===== config.mk =====
export PLATFORM = sky130hd
export DESIGN_NAME = mdio_master_ctrl
export DESIGN_NICKNAME = d
export VERILOG_FILES = /design/src/rtl/mdio_pkg.sv /design/src/rtl/mdio_clk_gen.sv /design/src/rtl/mdio_master_ctrl.sv
export SDC_FILE = /design/constraint.sdc
export NUM_CORES = 1
export LEC_CHECK = 0
export ABC_AREA = 1
export CAP_MARGIN = 25
export CORE_AREA = 2 2 141 74
export CTS_CLUSTER_DIAMETER = 60
export DETAILED_ROUTE_END_ITERATION = 10
export DIE_AREA = 0 0 143 76
export MAX_ROUTING_LAYER = met4
export PLACE_DENSITY = 0.71
export SLEW_MARGIN = 20
export SYNTH_ARGS = -nofsm -noshare
export SYNTH_HDL_FRONTEND = slang
export SYNTH_HIERARCHICAL = 1
export SYNTH_SLANG_ARGS = --single-unit
export TNS_END_PERCENT = 100

===== constraint.sdc =====
create_clock -name clk_i -period 2.8 [get_ports clk_i]
set_clock_uncertainty 0.05 [all_clocks]
set_input_delay 0.56 -clock clk_i [delete_from_list [all_inputs] [get_ports clk_i]]
set_output_delay 0.56 -clock clk_i [all_outputs]
set_load 0.01 [all_outputs]

===== src/rtl/mdio_pkg.sv =====
// Shared types and constants for the Clause-22 MDIO master.
package mdio_pkg;

  typedef enum logic [2:0] {
    IDLE,
    PRE,
    HDR,
    TA,
    DATA,
    DONE
  } mdio_state_e;

  localparam int         MDIO_PRE_BITS = 32;
  localparam logic [1:0] MDIO_ST       = 2'b01;
  localparam logic [1:0] MDIO_OP_WR    = 2'b01;
  localparam logic [1:0] MDIO_OP_RD    = 2'b10;

  // 'reg' is a keyword, so the register address field is named regad.
  typedef struct packed {
    logic        we;
    logic [4:0]  phy;
    logic [4:0]  regad;
    logic [15:0] wdata;
  } mdio_req_t;

  // ST, OP, PHYAD, REGAD as one 14-bit word, sent MSB first.
  function automatic logic [13:0] mdio_hdr(input mdio_req_t r);
    return {MDIO_ST, (r.we ? MDIO_OP_WR : MDIO_OP_RD), r.phy, r.regad};
  endfunction

endpackage


===== src/rtl/mdio_clk_gen.sv =====
// MDC generator: toggles MDC every CLK_DIV cycles while enabled and
// flags the cycle before each edge so the frame logic can act on it.
module mdio_clk_gen #(
  parameter int CLK_DIV = 20
) (
  input  logic clk_i,
  input  logic rst_i,
  input  logic en_i,
  output logic mdc_o,
  output logic fall_stb_o,
  output logic rise_stb_o
);

  localparam int CW = $clog2(CLK_DIV);

  logic [CW-1:0] cnt_q;
  logic          mdc_q;
  logic          half_end;

  assign half_end   = en_i && (cnt_q == CW'(CLK_DIV - 1));
  assign rise_stb_o = half_end && !mdc_q;
  assign fall_stb_o = half_end && mdc_q;
  assign mdc_o      = mdc_q;

  // Half-period counter and MDC toggle; cleared and held low when disabled.
  always_ff @(posedge clk_i or posedge rst_i) begin
    if (rst_i) begin
      cnt_q <= '0;
      mdc_q <= 1'b0;
    end else if (!en_i) begin
      cnt_q <= '0;
      mdc_q <= 1'b0;
    end else if (half_end) begin
      cnt_q <= '0;
      mdc_q <= ~mdc_q;
    end else begin
      cnt_q <= cnt_q + 1'b1;
    end
  end

endmodule


===== src/rtl/mdio_master_ctrl.sv =====
// Clause-22 MDIO master: one read or write frame per accepted request.
// Optional build macro MDIO_PREAMBLE_SUPPRESS_EN skips the 32-bit preamble.
module mdio_master_ctrl
  import mdio_pkg::*;
#(
  parameter int CLK_DIV = 20
) (
  input  logic        clk_i,
  input  logic        rst_i,
  input  logic        req_valid_i,
  output logic        req_ready_o,
  input  logic        req_we_i,
  input  logic [4:0]  req_phy_i,
  input  logic [4:0]  req_reg_i,
  input  logic [15:0] req_wdata_i,
  output logic        resp_valid_o,
  output logic [15:0] resp_rdata_o,
  output logic        resp_err_o,
  output logic        busy_o,
  output logic        mdc_o,
  output logic        mdio_o,
  output logic        mdio_oe_o,
  input  logic        mdio_i
);

  mdio_state_e state_q, state_d;
  logic [5:0]  bcnt_q, bcnt_d;
  logic [5:0]  last;
  mdio_req_t   req_q;
  logic [13:0] hdr;
  logic [15:0] shift_q;
  logic [15:0] rdata_q;
  logic        ta_q;
  logic        err_q;
  logic        accept;
  logic        clk_en;
  logic        fall_stb;
  logic        rise_stb;
  logic        frame_end;

  assign accept      = req_valid_i && (state_q == IDLE);
  assign clk_en      = (state_q == PRE) || (state_q == HDR) ||
                       (state_q == TA)  || (state_q == DATA);
  assign frame_end   = (state_q == DATA) && fall_stb && (bcnt_q == 6'd15);
  assign hdr         = mdio_hdr(req_q);

  assign req_ready_o  = (state_q == IDLE);
  assign busy_o       = (state_q != IDLE);
  assign resp_valid_o = (state_q == DONE);
  assign resp_rdata_o = rdata_q;
  assign resp_err_o   = err_q;

  mdio_clk_gen #(.CLK_DIV(CLK_DIV)) u_clk_gen (
    .clk_i      (clk_i),
    .rst_i      (rst_i),
    .en_i       (clk_en),
    .mdc_o      (mdc_o),
    .fall_stb_o (fall_stb),
    .rise_stb_o (rise_stb)
  );

  // State and bit counter registers.
  always_ff @(posedge clk_i or posedge rst_i) begin
    if (rst_i) begin
      state_q <= IDLE;
      bcnt_q  <= '0;
    end else begin
      state_q <= state_d;
      bcnt_q  <= bcnt_d;
    end
  end

  // Next state: every field advances on the MDC falling edge once its
  // bit count is exhausted, so each field boundary is also a bit boundary.
  always_comb begin
    state_d = state_q;
    bcnt_d  = bcnt_q;
    case (state_q)
      PRE:     last = 6'(MDIO_PRE_BITS - 1);
      HDR:     last = 6'd13;
      TA:      last = 6'd1;
      DATA:    last = 6'd15;
      default: last = 6'd0;
    endcase
    case (state_q)
      IDLE: begin
        if (accept) begin
          bcnt_d  = '0;
`ifdef MDIO_PREAMBLE_SUPPRESS_EN
          state_d = HDR;
`else
          state_d = PRE;
`endif
        end
      end
      PRE, HDR, TA, DATA: begin
        if (fall_stb) begin
          if (bcnt_q == last) begin
            bcnt_d = '0;
            case (state_q)
              PRE:     state_d = HDR;
              HDR:     state_d = TA;
              TA:      state_d = DATA;
              default: state_d = DONE;
            endcase
          end else begin
            bcnt_d = bcnt_q + 6'd1;
          end
        end
      end
      DONE:    state_d = IDLE;
      default: state_d = IDLE;
    endcase
  end

  // Pin drive decoded from the registered state; reads release the line
  // for TA and DATA, and an idle or released line reads back as 1.
  always_comb begin
    mdio_o    = 1'b1;
    mdio_oe_o = 1'b0;
    case (state_q)
      PRE: begin
        mdio_oe_o = 1'b1;
      end
      HDR: begin
        mdio_oe_o = 1'b1;
        mdio_o    = hdr[4'd13 - bcnt_q[3:0]];
      end
      TA: begin
        if (req_q.we) begin
          mdio_oe_o = 1'b1;
          mdio_o    = (bcnt_q == 6'd0);
        end
      end
      DATA: begin
        if (req_q.we) begin
          mdio_oe_o = 1'b1;
          mdio_o    = req_q.wdata[4'd15 - bcnt_q[3:0]];
        end
      end
      default: ;
    endcase
  end

  // Request latch, MDIO sampling on MDC rise, and response update at frame end.
  always_ff @(posedge clk_i or posedge rst_i) begin
    if (rst_i) begin
      req_q   <= '0;
      shift_q <= '0;
      ta_q    <= 1'b0;
      rdata_q <= '0;
      err_q   <= 1'b0;
    end else begin
      if (accept) begin
        req_q.we    <= req_we_i;
        req_q.phy   <= req_phy_i;
        req_q.regad <= req_reg_i;
        req_q.wdata <= req_wdata_i;
      end
      if (rise_stb && (state_q == TA) && (bcnt_q == 6'd1)) begin
        ta_q <= mdio_i;
      end
      if (rise_stb && (state_q == DATA)) begin
        shift_q <= {shift_q[14:0], mdio_i};
      end
      if (frame_end) begin
        if (req_q.we) begin
          err_q <= 1'b0;
        end else begin
          err_q   <= ta_q;
          rdata_q <= ta_q ? 16'hFFFF : shift_q;
        end
      end
    end
  end

endmodule


==> reports/results.txt <==
Setup WS post-layout -> 134.3 ps
Hold Crit Class -> reg2reg
Skew-Pair Late Insertion Delay -> 340 ps
DRT antenna net count -> 0
Max stage delay on crit path -> 580 ps
DIE AREA -> 0.01087 mm2
Max-Cap Viols -> 0
Placed insts -> 645
CTS buffer count -> 9
Synth cell count leaders -> nand2_1 (167), dfrtp_1 (76), inv_1 (48)
Seq/Total Area, Yosys -> 0.5130
CTS Sinks -> 76
Setup WS pre-CTS -> 143.2 ps
Crit-path slowest cell -> clkdlybuf4s50_1
First-pass GRT wire length -> 14150 um
Endpoint class of the critical path -> primary output
DRT Pass-1 Iters -> 4
RSZ-0062 raised after global routing -> false
TritonCTS clock tree -> built
Share of cells above drive strength 1 -> 0.1011
Vias per cell -> 4.699
Crit-path max FO -> 7
Core Region -> 0.009792 mm2
HPWL after detailed placement -> 5949 um
Worst vdd ir -> 0.3855 mV
Power per cell area -> 909.9 mW/mm2
Buf/Inv on CP -> 4
Area of the multi-input gates -> 0.001516 mm2
Pwr Total -> 4.298 mW
Final Core Density -> 0.4824
Bufs on Longest Clock Path -> 2
FF+latch count, synth -> 76
Largest cells by area after synthesis -> dfrtp_1 (51%), nand2_1 (17%), o21ai_0 (5.9%), inv_1 (4.9%), nand3_1 (3.8%)
CP Launch Type -> flip-flop
Synth Instances -> 464
Post-synth top area share -> 0.5130
Syn_nets -> 501
Final WL -> 8271 um
Total gr overflow -> 0
Status -> completed
Ant. Diodes -> 0
Area growth syn-to-layout -> 27.40%
Synth Warn # -> 6
Met3 Wirelength -> 549 um
Distinct cell type count after synthesis -> 27
Die Ht -> 76 um
Metal2 WL -> 3516 um
Starting Density -> 0.3786
DIE WIDTH -> 143 um
Area post-placement -> 0.004365 mm2
Most common cell in the netlist -> nand2_1
Synthesized area per cell -> 7.990 um2
Asr flop ratio synth -> 1.000
Routability cong. -> 0.8675
CP delay by family, top -> buffers and inverters
Number of synthesized flops with an enable pin -> 0
Largest net degree at the start of global routing -> 71
Io pins -> 54
CP Cell Sequence -> inv_1 > nor3_4 > inv_1 > nand2_1 > inv_1 > o22ai_1 > clkdlybuf4s50_1
DRC Markers -> 0
Num rows -> 26
Wire per inst -> 12.46 um
Highest metal used -> met4
Endpoints failing setup -> 0
Fillers -> 918
Critical path data required time -> 2190 ps
Crit Path Class -> reg2out
WL met1 -> 4108 um
Fmax -> 375.1 MHz
Root Driver -> clkbuf_16
DR iter-0 viols -> 221
Reg area -> 0.001906 mm2
Clock slew at reported path FFs -> 60 ps
Tot GR Track Use -> 0.1697
Final Hold Fails -> 0
H-tree lvl count -> 3
Number of global-route vias before repair -> 2990
Tmin final -> 2666 ps
P_leak -> 2.378 nW
PortBufs -> 53
Post-CTS Hold Fix Bufs -> 0
Final Cycle Share -> 0.9520
Crit path DAT -> 2060 ps
Slew HR -> 0.6332
Total number of vias -> 3120
Initial antenna violation count -> 0
Crit-path most repeated cell -> inv_1
WHS -> 415.2 ps
Final Max Tran Viols -> 0
Post-synthesis cell area -> 0.003707 mm2
Final instance area -> 0.004723 mm2
Setup TNS -> 0 ps
Non-Filler Instances -> 664
Nets -> 556
Actual slew at the worst max-slew pin -> 548.9 ps
Synth Flop Type -> dfrtp_1
Biggest area consumer among synthesized cells -> dfrtp_1
## routing by layer
metal / up-vias / track usage
met2: 81 / 0.2330
li1: 1573 / -
met1: 1457 / 0.2450
met3: 9 / 0.04840
met5: - / -
met4: 0 / 0.04653
## worst reg2reg max path: cells and delay by family (launching register included)
kind	cells	cell delay [ps]
and+or+nand+nor	6	970
buffers and inverters	4	570
DFF	1	490
AOI/OAI and AO/OA	2	300
## where the power goes
group	leakage, nW	internal [mW]	switching (mW)
clock	0.157	0.750	0.466
sequential	0.995	1.36	0.196
combinational	1.23	0.581	0.950
## cells in the final DEF, fill, tap and decap left out
master and instances:
dlygate4sd2_1 1, nor2_4 1, dfrtp_1 73, clkbuf_16 9, nand3b_1 1, o211ai_1 2
dfrtp_2 3, o21ai_0 44, clkinvlp_4 1, inv_1 46, nor3_4 1, a21oi_1 16
nand4_1 5, nor2_1 18, nand2_1 167, nor2_2 3, nand2_2 9, clkinv_4 1
nand3_1 28, o21bai_1 1, buf_12 1, clkdlybuf4s50_1 52, inv_2 5, o21bai_4 1
clkbuf_8 2, o22ai_1 2, xnor2_1 2, nor3_1 3, ha_1 6, bufinv_16 1
nand3_2 1, buf_4 8, inv_6 3, xor2_1 4, mux2_2 3
## layout make-up
| cell class | count | area share |
|---|---|---|
| well taps | 140 | 0.03709 |
| multi-input cells | 318 | 0.3211 |
| clock inverters | 5 | 0.01377 |
| clock buffers | 11 | 0.05351 |
| flip-flops and latches | 76 | 0.4034 |
| inverters | 52 | 0.04212 |
| repair buffers | 62 | 0.1290 |
## worst paths after layout
| kind | from | slack (ps) | to | cells past startpoint |
|---|---|---|---|---|
| worst max-delay path | state_q[1] | 130 | mdio_oe_o | 7 |
| worst min-delay path | resp_rdata_o[2] | 420 | resp_rdata_o[2] | 2 |
| max in group asynchronous | rst_i | 1750 | bcnt_q[1] | 3 |
| worst min register to register | resp_rdata_o[2] | 420 | resp_rdata_o[2] | 2 |
| min in group asynchronous | rst_i | 440 | u_clk_gen/cnt_q[0] | 2 |
| worst max register to register | state_q[2] | 340 | resp_rdata_o[0] | 12 |
## flip-flops by register name, indices dropped and copies added, names as in the netlist
signal           count
bcnt_q               6
hdr                 10
req_q               17
resp_err_o           1
resp_rdata_o        16
shift_q             16
state_q              3
ta_q                 1
u_clk_gen/cnt_q      5
u_clk_gen/mdc_o      1
## kinds of logic after synthesis
group                    Yosys count  synth area share
XOR/XNOR                           6           0.01417
flip-flops                        76            0.5130
adder cells (fa/ha/maj)            6           0.02025
multiplexers                       3          0.009112
AND/OR/NAND/NOR                  237            0.2670
AO/OA/AOI/OAI                     66           0.09551
buffers and inverters             70           0.08100
## repair_timing
action | CTS | global route
buffers inserted | 3 | 0
hold endpoints to repair | 0 | 0
resized for setup | 5 | 2
pin swaps | 0 | 0
setup endpoints to repair | 2 | 1
Note: power is estimated with default switching activity, not from simulation.
